--- config.mk ---
export PLATFORM = sky130hd
export DESIGN_NAME = fixed_to_float_pipe_flat
export DESIGN_NICKNAME = d
export VERILOG_FILES = /design/src/rtl/fixed_to_float_pipe_if.sv /design/src/rtl/fixed_to_float_pipe.sv /design/src/flat_wrapper.sv
export SDC_FILE = /design/constraint.sdc
export NUM_CORES = 1
export LEC_CHECK = 0
export ABC_AREA = 1
export CAP_MARGIN = 0
export CELL_PAD_IN_SITES_DETAIL_PLACEMENT = 0
export CELL_PAD_IN_SITES_GLOBAL_PLACEMENT = 1
export CORE_MARGIN = 3
export CORE_UTILIZATION = 45
export DETAILED_ROUTE_END_ITERATION = 10
export DONT_BUFFER_PORTS = 1
export PLACE_DENSITY_LB_ADDON = 0.1
export REMOVE_ABC_BUFFERS = 1
export SYNTH_ARGS = -nofsm -noshare
export SYNTH_HDL_FRONTEND = slang
export SYNTH_SLANG_ARGS = --single-unit
--- constraint.sdc ---
create_clock -name clk_i -period 1.55 [get_ports clk_i]
set_input_delay 0.31 -clock clk_i [delete_from_list [all_inputs] [get_ports clk_i]]
set_output_delay 0.31 -clock clk_i [all_outputs]
set_load 0.05 [all_outputs]
--- src/rtl/fixed_to_float_pipe_if.sv ---
// -----------------------------------------------------------------------------
// fixed_to_float_pipe_if
//
// Purpose : groups the input and output valid/ready channels of
//           fixed_to_float_pipe into one bundle. Member names keep the
//           converter's own port names, so the _i/_o suffixes are seen from
//           the converter's side.
//
// Parameters:
//   IN_W         width of the fixed-point sample; must match the converter
//
// Members (direction as seen by the converter):
//   in_valid_i   in   1      input sample valid
//   in_ready_o   out  1      converter accepts input this cycle
//   fixed_i      in   IN_W   fixed-point sample
//   out_valid_o  out  1      float_o valid
//   out_ready_i  in   1      downstream accepts output
//   float_o      out  32     IEEE 754 single-precision result
//   inexact_o    out  1      result lost nonzero low-order bits
//
// Modports:
//   slave  : the converter
//   master : the environment that feeds the converter and drains its output
// -----------------------------------------------------------------------------
interface fixed_to_float_pipe_if #(
    parameter int IN_W = 12
);
    logic            in_valid_i;
    logic            in_ready_o;
    logic [IN_W-1:0] fixed_i;
    logic            out_valid_o;
    logic            out_ready_i;
    logic [31:0]     float_o;
    logic            inexact_o;

    modport slave (
        input  in_valid_i, fixed_i, out_ready_i,
        output in_ready_o, out_valid_o, float_o, inexact_o
    );

    modport master (
        output in_valid_i, fixed_i, out_ready_i,
        input  in_ready_o, out_valid_o, float_o, inexact_o
    );
endinterface

--- src/rtl/fixed_to_float_pipe.sv ---
// -----------------------------------------------------------------------------
// fixed_to_float_pipe
//
// Purpose : converts one IN_W-bit fixed-point sample per cycle (value =
//           fixed_i * 2^-FRAC_W, unsigned or two's complement) into an IEEE 754
//           single-precision number through a 2-stage valid/ready pipeline
//           with a single global stall.
//
// Parameters:
//   IN_W    input width, 2..32
//   FRAC_W  fractional bits of the input, 0..IN_W
//   SIGNED  1 = two's-complement input, 0 = unsigned
//
// Ports:
//   clk_i   in  1  clock, rising edge
//   rst_ni  in  1  asynchronous active-low reset
//   bus     slave modport of fixed_to_float_pipe_if (handshakes, sample,
//           float_o result, inexact_o flag)
//
// Build option:
//   FX2FP_ROUND_EN  defined   : discarded fraction bits are rounded to
//                               nearest, ties to even
//                   undefined : discarded bits are truncated (toward zero)
//   Only visible when the fraction is wider than 23 bits (IN_W > 24).
//
// Stage 1 captures sign, magnitude, leading-zero count and a zero flag.
// Stage 2 normalises, builds exponent/mantissa and loads the output register.
// -----------------------------------------------------------------------------
module fixed_to_float_pipe #(
    parameter int IN_W   = 12,
    parameter int FRAC_W = 0,
    parameter bit SIGNED = 1'b0
) (
    input logic                  clk_i,
    input logic                  rst_ni,
    fixed_to_float_pipe_if.slave bus
);
    localparam int         LZ_W     = $clog2(IN_W);
    localparam int         FW       = IN_W - 1;   // fraction bits after the hidden 1
    localparam logic [8:0] EXP_BASE = 9'(127 + IN_W - 1 - FRAC_W);

    // -------------------------------------------------------------------------
    // Global stall: the only place backpressure enters the pipe. Every stage
    // holds together, so no skid buffer is needed and order is trivially kept.
    // -------------------------------------------------------------------------
    logic stall;
    logic take;

    assign stall          = bus.out_valid_o & ~bus.out_ready_i;
    assign bus.in_ready_o = ~stall;
    assign take           = bus.in_valid_i & ~stall;

    // -------------------------------------------------------------------------
    // Stage 1: sign, magnitude, leading-zero count, zero flag
    // -------------------------------------------------------------------------
    logic            s1_valid_q;
    logic            s1_sign_d,  s1_sign_q;
    logic [IN_W-1:0] s1_mag_d,   s1_mag_q;
    logic [LZ_W-1:0] s1_lz_d,    s1_lz_q;
    logic            s1_zero_d,  s1_zero_q;

    // NOTE: every variable written in an always_comb gets a default first, so
    // no path through the block leaves it unassigned and no latch is inferred.
    always_comb begin
        s1_sign_d = SIGNED && bus.fixed_i[IN_W-1];
        // The most-negative input negates to 2^(IN_W-1), which still fits in
        // IN_W unsigned bits.
        s1_mag_d  = s1_sign_d ? (~bus.fixed_i + IN_W'(1)) : bus.fixed_i;
        s1_zero_d = (s1_mag_d == '0);
        // Ascending scan: the highest set bit is the last one to write lz.
        s1_lz_d   = '0;
        for (int i = 0; i < IN_W; i++) begin
            if (s1_mag_d[i]) begin
                s1_lz_d = LZ_W'(IN_W - 1 - i);
            end
        end
    end

    // NOTE: sequential state uses non-blocking assignments so all registers
    // update from the same pre-edge values, independent of statement order.
    always_ff @(posedge clk_i or negedge rst_ni) begin
        if (!rst_ni) begin
            s1_valid_q <= 1'b0;
        end else if (!stall) begin
            s1_valid_q <= bus.in_valid_i;
        end
    end

    // NOTE: payload registers carry no reset; they are only ever read while
    // the matching valid bit is set, and that bit is reset.
    always_ff @(posedge clk_i) begin
        if (take) begin
            s1_sign_q <= s1_sign_d;
            s1_mag_q  <= s1_mag_d;
            s1_lz_q   <= s1_lz_d;
            s1_zero_q <= s1_zero_d;
        end
    end

    // -------------------------------------------------------------------------
    // Stage 2: normalise and pack
    // -------------------------------------------------------------------------
    logic [FW-1:0] frac;      // normalised magnitude without the hidden 1
    logic [63:0]   frac_al;   // fraction left-aligned at bit 63
    logic [22:0]   mant;
    logic [8:0]    exp9;
    logic          lost;
    logic [31:0]   float_d;
    logic          inexact_d;
`ifdef FX2FP_ROUND_EN
    logic          round_up;
    logic [23:0]   mant_r;
`endif

    always_comb begin
        frac            = FW'(s1_mag_q << s1_lz_q);
        frac_al         = '0;
        frac_al[63-:FW] = frac;
        // Bits 63:41 become the mantissa; anything in 40:0 is lost precision,
        // which can only happen when the fraction exceeds 23 bits.
        mant            = frac_al[63:41];
        lost            = |frac_al[40:0];
        exp9            = EXP_BASE - 9'(s1_lz_q);
`ifdef FX2FP_ROUND_EN
        // Round to nearest even: guard bit 40, sticky bits 39:0.
        round_up        = frac_al[40] & ((|frac_al[39:0]) | mant[0]);
        mant_r          = {1'b0, mant} + 24'(round_up);
        // Carry out of the mantissa: 1.111..1 rounds to 10.000..0.
        if (mant_r[23]) begin
            exp9 = exp9 + 9'd1;
        end
        mant            = mant_r[22:0];
`endif
        if (s1_zero_q) begin
            float_d   = 32'h0000_0000;   // +0 even in signed mode
            inexact_d = 1'b0;
        end else begin
            float_d   = {s1_sign_q, 8'(exp9), mant};
            inexact_d = lost;
        end
    end

    logic        out_valid_q;
    logic [31:0] float_q;
    logic        inexact_q;

    always_ff @(posedge clk_i or negedge rst_ni) begin
        if (!rst_ni) begin
            out_valid_q <= 1'b0;
            float_q     <= 32'h0000_0000;
            inexact_q   <= 1'b0;
        end else if (!stall) begin
            out_valid_q <= s1_valid_q;
            if (s1_valid_q) begin
                float_q   <= float_d;
                inexact_q <= inexact_d;
            end
        end
    end

    assign bus.out_valid_o = out_valid_q;
    assign bus.float_o     = float_q;
    assign bus.inexact_o   = inexact_q;

endmodule
--- src/flat_wrapper.sv ---
// flat-port wrapper written by rule: the top's interface ports become plain ports
module fixed_to_float_pipe_flat 
#(
    parameter int IN_W   = 12,
    parameter int FRAC_W = 0,
    parameter bit SIGNED = 1'b0
)
  (clk_i, rst_ni, bus_in_valid_i, bus_fixed_i, bus_out_ready_i, bus_in_ready_o, bus_out_valid_o, bus_float_o, bus_inexact_o);
  fixed_to_float_pipe_if #(.IN_W(IN_W)) bus_i ();
  input logic clk_i;
  input logic rst_ni;
  input wire logic [$bits(bus_i.in_valid_i)-1:0] bus_in_valid_i;
  input wire logic [$bits(bus_i.fixed_i)-1:0] bus_fixed_i;
  input wire logic [$bits(bus_i.out_ready_i)-1:0] bus_out_ready_i;
  output wire logic [$bits(bus_i.in_ready_o)-1:0] bus_in_ready_o;
  output wire logic [$bits(bus_i.out_valid_o)-1:0] bus_out_valid_o;
  output wire logic [$bits(bus_i.float_o)-1:0] bus_float_o;
  output wire logic [$bits(bus_i.inexact_o)-1:0] bus_inexact_o;
  assign bus_i.in_valid_i = bus_in_valid_i;
  assign bus_i.fixed_i = bus_fixed_i;
  assign bus_i.out_ready_i = bus_out_ready_i;
  assign bus_in_ready_o = bus_i.in_ready_o;
  assign bus_out_valid_o = bus_i.out_valid_o;
  assign bus_float_o = bus_i.float_o;
  assign bus_inexact_o = bus_i.inexact_o;
  fixed_to_float_pipe #(.IN_W(IN_W), .FRAC_W(FRAC_W), .SIGNED(SIGNED)) u_core (.clk_i(clk_i), .rst_ni(rst_ni), .bus(bus_i));
endmodule
==> summary.md <==
| Metric | Value |
|---|---|
| DR vias | `1,404` |
| Antenna viol nets, final | `0` |
| Dpl ws | `42.2 ps` |
| Post-Syn Instances | `222` |
| Vias per cell | `4.91` |
| Seq/Total Area, Yosys | `51.4%` |
| RR Startpoint | `u_core.s1_lz_q[1]` |
| Inst Count DP | `273` |
| Clock Path Buffers | `2` |
| Number of DRC markers in iteration 0 | `53` |
| Yosys reg bits | `36` |
| Maximum capacitance violations | `0` |
| Die height | `71.1 microns` |
| Hold-critical path depth | `0` |
| Post-Syn Area | `1910 sq um` |
| Vias in the first global route | `1,393` |
| CP Data Arrival Time | `1580 ps` |
| Slew @ Worst Pin | `890 ps` |
| Dpl hpwl | `2.90 mm` |
| # DRC | `0` |
| Post-synth top cells | `nand2_1, inv_1, dfrtp_1, o21ai_0, edfxtp_1` |
| Die X | `71.1 microns` |
| Max Clock Freq | `707 MHz` |
| R2R Path End | `u_core.bus.float_o[19]` |
| CTS Buf Count | `5` |
| Die area | `5060 sq um` |
| CP Class | `register to register` |
| Post-synth EDFFs | `16` |
| Cell with the most instances after synthesis | `nand2_1` |
| Synthesis-to-finish area growth | `8.26%` |
| Final std cells w/o fill | `286` |
| Hold EP | `u_core.s1_mag_q[0]` |
| Tmin final | `1420 ps` |
| Hold Crit Start | `bus_fixed_i[0]` |
| Share of the synthesized area in the top cell type | `26.2%` |
| Crit path largest cell delay | `530 ps` |
| DRT Pass-1 Iters | `7` |
| Status | `finished, final reports clean` |
| Fin crit share | `91.3%` |
| CORE AREA | `4060 sq um` |
| P per Cell Area | `1280 nW/um^2` |
| Hold/Removal Path Class | `primary input to register` |
| Endpoints failing setup | `0` |
| Peak supply drop | `520 uV` |
| Layout Cell Area excl Fill | `2070 sq um` |
| Top_reg_cell synth | `dfrtp_1` |
| Area contributors post-synth | `dfrtp_1, edfxtp_1, nand2_1, buf_4, o21ai_0` |
| I/O pin count | `51` |
| Unrepaired setup endpoints after global routing | `no` |
| Clk Latency, worst-skew pair | `280 ps` |
| Gpl congestion | `0.843` |
| Post-synthesis async set-or-reset flop share | `55.6%` |
| Startpoint Class | `register` |
| WL final | `3.71 mm` |
| Starting Density | `47.0%` |
| Slew headroom | `40.5%` |
| R2R Setup Slk | `130 ps` |
| CP cell instances | `buf_4, nand2_1, a21oi_1, o21bai_1, o21ai_0, nand2_1` |
| Footprint of the multi-input gates | `708 sq um` |
| Gr usage total | `16.3%` |
| Ant diodes | `0` |
| Slowest cell on crit path | `edfxtp_1` |
| NumNets Final | `253` |
| Worst-path fanout max | `9` |
| YS warnings | `0` |
| Slew Limit Fails | `0` |
| Largest net degree at the start of global routing | `21` |
| Clock Sinks | `36` |
| Synth area leader | `dfrtp_1` |
| Reg area | `981 sq um` |
| Final Hold Vio Count | `0` |
| Placed cell area | `1940 sq um` |
| Worst reg2reg path depth | `6` |
| CTS tree | `yes` |
| Worst Slack Setup Final | `135 ps` |
| Clock root cell | `clkbuf_8` |
| PortBufs | `0` |
| Syn avg cell area | `8.59 sq um` |
| Initial antenna violation count | `0` |
| Worst-path clk slew | `70 ps` |
| Required time worst endpoint | `1710 ps` |
| Global-route wire length before repair | `6.49 mm` |
| LEAKAGE | `0.990 nW` |
| Crit path top cell by count | `nand2_1` |
| Layout Skew | `2.06 ps` |
| # fillers | `400` |
| Grt ovf | `0` |
| Synth cell types | `29` |
| # rows | `23` |
| Wire length per cell | `13.0 microns` |
| H-tree Lvls | `2` |
| CP Capture Type | `register` |
| Layout cells sized above 1 | `12.7%` |
[critical path: cells and delay by family (launching register included)]
| family | cells | cell delay (ps) |
|---|---|---|
| DFF | 1 | 530 |
| AOI/OAI and AO/OA | 3 | 390 |
| buffers and inverters | 1 | 200 |
| and+or+nand+nor | 2 | 180 |
[registers in the layout, summed over array words and instances (netlist names)]
name	count
u_core.s1_valid_q	1
u_core.bus.out_valid_o	1
u_core.bus.float_o	18
u_core.s1_mag_q	11
u_core.s1_zero_q	1
u_core.s1_lz_q	4
[per-stage QoR]
stage               setup TNS, ps  hold slack (ps)  util, %  total power (W)
detailed placement              0             14.8     47.7          0.00199
floorplan                   -5270             14.4        -          0.00186
global placement                0             14.8     47.7          0.00198
CTS                             0              113     50.2          0.00268
finish                          0              124     50.9          0.00265
global route                    0              100     50.9          0.00281
[how the worst max path moves through the flow]
stage	from	end	slack, ps	depth (start not counted)
after floorplan	u_core.bus.out_valid_o	u_core.s1_lz_q[0]	-330	5
after global placement	u_core.s1_lz_q[0]	u_core.bus.float_o[19]	90	7
after detailed placement	u_core.s1_lz_q[0]	u_core.bus.float_o[19]	40	7
after CTS	u_core.s1_lz_q[0]	u_core.bus.float_o[19]	20	7
after global routing	u_core.s1_lz_q[1]	u_core.bus.float_o[19]	9	6
final	u_core.s1_lz_q[1]	u_core.bus.float_o[19]	130	6
[cell usage in the layout, fill, tap and decap left out, types with 2 or more instances in the layout]
cell type  count
a21oi_1        7
a31oi_1        2
buf_4         11
clkbuf_1       2
clkbuf_8       6
conb_1        14
dfrtp_1       20
edfxtp_1      16
ha_1           2
inv_1         24
inv_2          4
nand2_1       64
nand3_1        7
nor2_1         9
nor2_4         2
nor4_1         3
o211ai_1       2
o21ai_0       18
o21ai_1        9
o21ai_2        3
[layout make-up]
cell class / count / share of cell area, %
multi-input cells: 150 / 34.3
clock buffers: 8 / 4.36
well taps: 50 / 3.03
inverters: 29 / 5.39
flip-flops and latches: 36 / 47.5
repair buffers: 13 / 5.45
[cells by family after synthesis]
kind of cell    Yosys count  synth area share (%)
xor+xnor                  1                 0.459
fa+ha+maj                 2                  1.31
simple gates             89                  19.6
compound gates           44                  13.0
other cells               1                 0.197
buf+inv                  49                  14.0
flops                    36                  51.4
[metal layers]
layer | up-vias | GRT usage (%) | wire length [microns] | part of all wire (%)
li1 | 722 | - | - | -
met1 | 635 | 20.4 | 1620 | 44
met2 | 43 | 26.5 | 1850 | 50
met3 | 4 | 6.25 | 192 | 5.2
met4 | 0 | 4.38 | 40 | 1.1
met5 | - | 0 | 0 | 0
[where the power goes]
| part | total (W) | leakage [nW] | switching [W] | internal, W |
|---|---|---|---|---|
| Clock | 0.000664 | 0.0455 | 0.000302 | 0.000362 |
| Sequential | 0.00150 | 0.415 | 0.000378 | 0.00112 |
| Combinational | 0.000485 | 0.529 | 0.000343 | 0.000141 |
[what timing repair did]
action / 4_1_cts / 5_1_grt
endpoints found under the hold margin: 20 / 0
hold buffers: 1 / 0
buffers inserted: 0 / 4
gates resized for setup: 0 / 2
endpoints found under the setup margin: 0 / 4
Power figures use the tool's default switching activity.
==> patch 1, RTL diff (config.mk and constraints unchanged) <==
`SIGNED` is set to 1'b0 in 2 places; all go to 1'b1.
--- a/src/rtl/fixed_to_float_pipe.sv
+++ b/src/rtl/fixed_to_float_pipe.sv
@@ -30,5 +30,5 @@
     parameter int IN_W   = 12,
     parameter int FRAC_W = 0,
-    parameter bit SIGNED = 1'b0
+    parameter bit SIGNED = 1'b1
 ) (
     input logic                  clk_i,
--- a/src/flat_wrapper.sv
+++ b/src/flat_wrapper.sv
@@ -4,5 +4,5 @@
     parameter int IN_W   = 12,
     parameter int FRAC_W = 0,
-    parameter bit SIGNED = 1'b0
+    parameter bit SIGNED = 1'b1
 )
   (clk_i, rst_ni, bus_in_valid_i, bus_fixed_i, bus_out_ready_i, bus_in_ready_o, bus_out_valid_o, bus_float_o, bus_inexact_o);
Function: changed (Yosys sat finds a counterexample within 4 cycles, from zero or initial values and one cycle with rst_ni low).
==> patch 1 against the original RTL <==
- worst hold slack worse by 0.0078 ns
- power is 19% higher
- cell area rose by 27%
- global-route usage rose by 0.28 points
- wire length rose by 22%
- count of clock-buffer cells in the layout fell by 1
- area after synthesis is 20% higher
- worst setup slack lost 0.045 ns
- sequential cell count is 2 higher
- largest power group unchanged
==> patch 1: results <==
[layout]
clock_buffers = 7
nets = 324
seq_share = 0.396
multi_input_area_sq_mm = 0.00101
largest_register_ffs = 19
nNonClkInverters = 42
buf_share = 0.0822
multi_input_cells = 188
n_all_buffers = 29
design_area_sq_mm = 0.00262
fin_util = 0.544
final-clk-cell-share = 0.0444
drive_gt1_frac = 0.187
fillers = 492
instances_no_fill = 372

[routing]
wl_per_cell_microns = 12.2
via_per_inst = 4.76
drtIter0Drc = 62
dr.pass1.iters = 4

[timing]
final.setup_skew_ns = 0.00595
tightest_slew_ns = 0.932

[synthesis]
ys_top_cells_by_area = "dfrtp_1, edfxtp_1, nand2_1"
synth_seq_cells = 38
synth_enable_flop_cells = 17
avgSynthCellArea_sq_um = 8.24
yosysSeqAreaShare = 0.452
synth_compound_area_frac = 0.123
synthFlopType = "dfrtp_1"
synth_xor_area_frac = 0.0219
yosys.area_share.adder = 0.0219
synthTopCellsByCount = "nand2_1, inv_1, dfrtp_1"
synthArstFlopShare = 0.553
synth_cell_type_count = 34
synth_mux_area_frac = 0.00437

[critical_path]
cp_max_fo = 6
worstPathArrival_ns = 1.69
critPathMaxStageDelay_ns = 0.48

[clock_tree]
cts_buffer_depth = 2
clk_latency_ns = 0.28

[placed_design]
gp_congestion = 0.835
dpl.hpwl_microns = 3610
placedInstanceArea_sq_mm = 0.00242
dp.cells = 356

[run_status]
outcome = "complete, no violations"

[grt]
grt_start_max_net_pins = 22
antenna_found_initial = 0
grt_pass1_vias = 1771
track_usage = 0.166
grt_pass1_wl_microns = 7910

[power_and_ir_drop]
peakVddDrop_v = 0.000470
p_leak_nw = 1.29
-- patch 1: cell count changes in the layout (fill, tap and decap cells not counted), moves of 4 or more --
cell,unedited run,this run
a22o_1,0,4
nor3_1,1,5
nand3_1,7,12
nand2_1,64,77
inv_1,24,40
buf_4,11,26
-- patch 1: where the power goes --
| part | internal [mW] | switching (mW) | total (mW) |
|---|---|---|---|
| Combinational | 0.240 | 0.438 | 0.678 |
| Sequential | 1.20 | 0.414 | 1.61 |
| Clock | 0.525 | 0.332 | 0.857 |
-- patch 1: final timing paths --
check	from	to	slack, ns
setup / recovery	u_core.s1_lz_q[2]	u_core.bus.float_o[20]	0.09
hold reg to reg	u_core.s1_valid_q	u_core.bus.out_valid_o	0.47
max in group asynchronous	rst_ni	u_core.bus.float_o[16]	0.37
min in group asynchronous	rst_ni	u_core.bus.float_o[30]	0.61
hold / removal	bus_fixed_i[0]	u_core.s1_mag_q[0]	0.12
setup reg to reg	u_core.s1_lz_q[2]	u_core.bus.float_o[20]	0.09
-- patch 1: repair_timing --
item | CTS | global route
hold buffers | 1 | 0
pin swaps | 0 | 1
gates cloned | 0 | 0
endpoints found under the setup margin | 2 | 13
endpoints found under the hold margin | 21 | 0
setup buffers | 2 | 5
gates resized for setup | 1 | 8
-- patch 1: per-layer routing --
metal | track usage | share of wire | vias to the layer above
met1 | 0.193 | 0.42 | 802
met3 | 0.0487 | 0.056 | 5
met5 | 0 | 0 | -
met4 | 0.0569 | 0.014 | 0
met2 | 0.290 | 0.51 | 47
li1 | - | - | 918
-- patch 1: per-stage QoR --
step           hold slack, ns  worst slack (ns)
2_1_floorplan          0.0144            -0.361
3_3_place_gp           0.0150           -0.0726
3_5_place_dp           0.0151           -0.0872
4_1_cts                 0.108           0.00931
5_1_grt                0.0914           -0.0447
6_report                0.116            0.0900
==> patch 2, RTL diff (same flow settings) <==
Without the edit above. Reset style: synchronous (`rst_ni`), changed in 2 clocked blocks. Comments in the files are not updated.
--- a/src/rtl/fixed_to_float_pipe.sv
+++ b/src/rtl/fixed_to_float_pipe.sv
@@ -79,5 +79,5 @@
     // NOTE: sequential state uses non-blocking assignments so all registers
     // update from the same pre-edge values, independent of statement order.
-    always_ff @(posedge clk_i or negedge rst_ni) begin
+    always_ff @(posedge clk_i) begin
         if (!rst_ni) begin
             s1_valid_q <= 1'b0;
@@ -145,5 +145,5 @@
     logic        inexact_q;
 
-    always_ff @(posedge clk_i or negedge rst_ni) begin
+    always_ff @(posedge clk_i) begin
         if (!rst_ni) begin
             out_valid_q <= 1'b0;
Check against the original RTL: differs if rst_ni is asserted again (counterexample within 4 cycles, from zero or initial values and one cycle with rst_ni low); with rst_ni held inactive, the same outputs for 10 cycles.
==> patch 2 against the original RTL <==
- clock skew is 0.0055 ns higher
- area after synthesis is 1.8% higher
- wire length is 3.9% higher
- cell area is 0.30% higher
- sequential cell count stayed put
- power is 21% lower
- die area is 1.7% higher
- synthesized cell count is 8.1% higher
- critical path depth is 1 lower
- utilization is 0.21 points lower
- sequential power is 26% lower
- worst setup slack worse by 0.0053 ns
- first-iteration DRC count is 3.8% lower
- largest cell class unchanged
==> patch 2: results <==
[placed_design]
gp_congestion = 0.884
dpl.hpwl_microns = 3150

[synthesis]
synth_cell_type_count = 35
ys_top_cells_by_area = "edfxtp_1, dfxtp_1, nand2_1"
synthTopCellsByCount = "nand2_1, a21oi_1, inv_1"
yosysSeqAreaShare = 0.453
synthFlopType = "dfxtp_1"

[grt]
grt_pass1_vias = 1439
grt_pass1_wl_microns = 6630
track_usage = 0.162

[routing]
drtIter0Drc = 51
vias = 1503
dr.pass1.iters = 4
wl_per_cell_microns = 12.7

[critical_path]
critPathMaxStageDelay_ns = 0.38
crit_family = "compound AO/OA/AOI/OAI gates"
cp_max_fo = 2
worstPathArrival_ns = 1.63

[power_and_ir_drop]
peakVddDrop_v = 0.000675
p_leak_nw = 0.897

[layout]
largest_register_ffs = 18
drive_gt1_frac = 0.157

[clock_tree]
cts_buffers = 5

[run_status]
outcome = "complete, no violations"

[timing]
maxSlewHeadroom = 0.602
patch 2: worst paths after layout:
kind | start | to | slack [ns] | cells past startpoint
worst max-delay path | u_core.s1_lz_q[0] | u_core.bus.float_o[26] | 0.13 | 5
worst min-delay path | bus_fixed_i[1] | u_core.s1_mag_q[1] | 0.12 | 0
worst max register to register | u_core.s1_lz_q[0] | u_core.bus.float_o[26] | 0.13 | 5
worst min register to register | u_core.bus.float_o[17] | u_core.bus.float_o[17] | 0.47 | 2
patch 2: layer usage:
metal  part of all wire  vias to the layer above  GRT usage  routed length, microns
met2               0.50                       46      0.277                    1930
met3              0.065                        4     0.0477                     249
met5                  0                        -          0                       0
met4             0.0096                        0     0.0501                      37
li1                   -                      779          -                       -
met1               0.42                      674      0.197                    1640
patch 2: stage by stage:
stage / hold WS, ns / worst slack (ns) / area, sq um / utilization / cells
floorplan: 0.409 / -0.124 / 1790 / - / 229
global placement: 0.409 / 0.0629 / 1980 / 0.485 / 296
detailed placement: 0.409 / 0.0828 / 1980 / 0.485 / 296
CTS: 0.114 / 0.0612 / 2060 / 0.505 / 304
global route: 0.0999 / 0.00564 / 2070 / 0.507 / 304
finish: 0.123 / 0.130 / 2070 / 0.507 / 304
patch 2: logic make-up (layout without fill, tap and decap cells):
logic type | after synthesis | in the layout | synth area share
compound gates | 43 | 43 | 0.124
other cells | 1 | 14 | 0.00193
flops | 36 | 36 | 0.453
fa+ha+maj | 2 | 2 | 0.0129
simple gates | 108 | 108 | 0.256
buf+inv | 50 | 51 | 0.153
patch 2: worst register-to-register path, cell delays in order, from the launching register on:
cell	delay, ns
edfxtp_1	0.38
inv_2	0.04
o21ai_0	0.30
ha_1	0.30
or2_0	0.21
a21oi_1	0.11
patch 2: final cells by class:
| class | instances | area, sq um |
|---|---|---|
| Fill cell | 437 | 2010 |
| Sequential cell | 36 | 881 |
| Multi-Input combinational cell | 167 | 818 |
| Timing Repair Buffer | 17 | 131 |
| Inverter | 26 | 97.6 |
| Clock buffer | 7 | 76.3 |
| Tap cell | 50 | 62.6 |
| Clock inverter | 1 | 5.00 |
patch 2: power groups by stage:
stage / clock network, mW / logic [mW] / registers (mW)
6_report: 0.617 / 0.370 / 1.11
5_1_grt: 0.680 / 0.411 / 1.11
4_1_cts: 0.637 / 0.369 / 1.11
3_5_place_dp: 0 / 0.367 / 1.13
3_3_place_gp: 0 / 0.368 / 1.13
2_1_floorplan: 0 / 0.248 / 1.15
patch 2: what timing repair did:
action,4_1_cts,5_1_grt
endpoints found under the setup margin,0,6
hold buffers,0,0
gates resized for setup,0,4
hold endpoints to repair,0,0
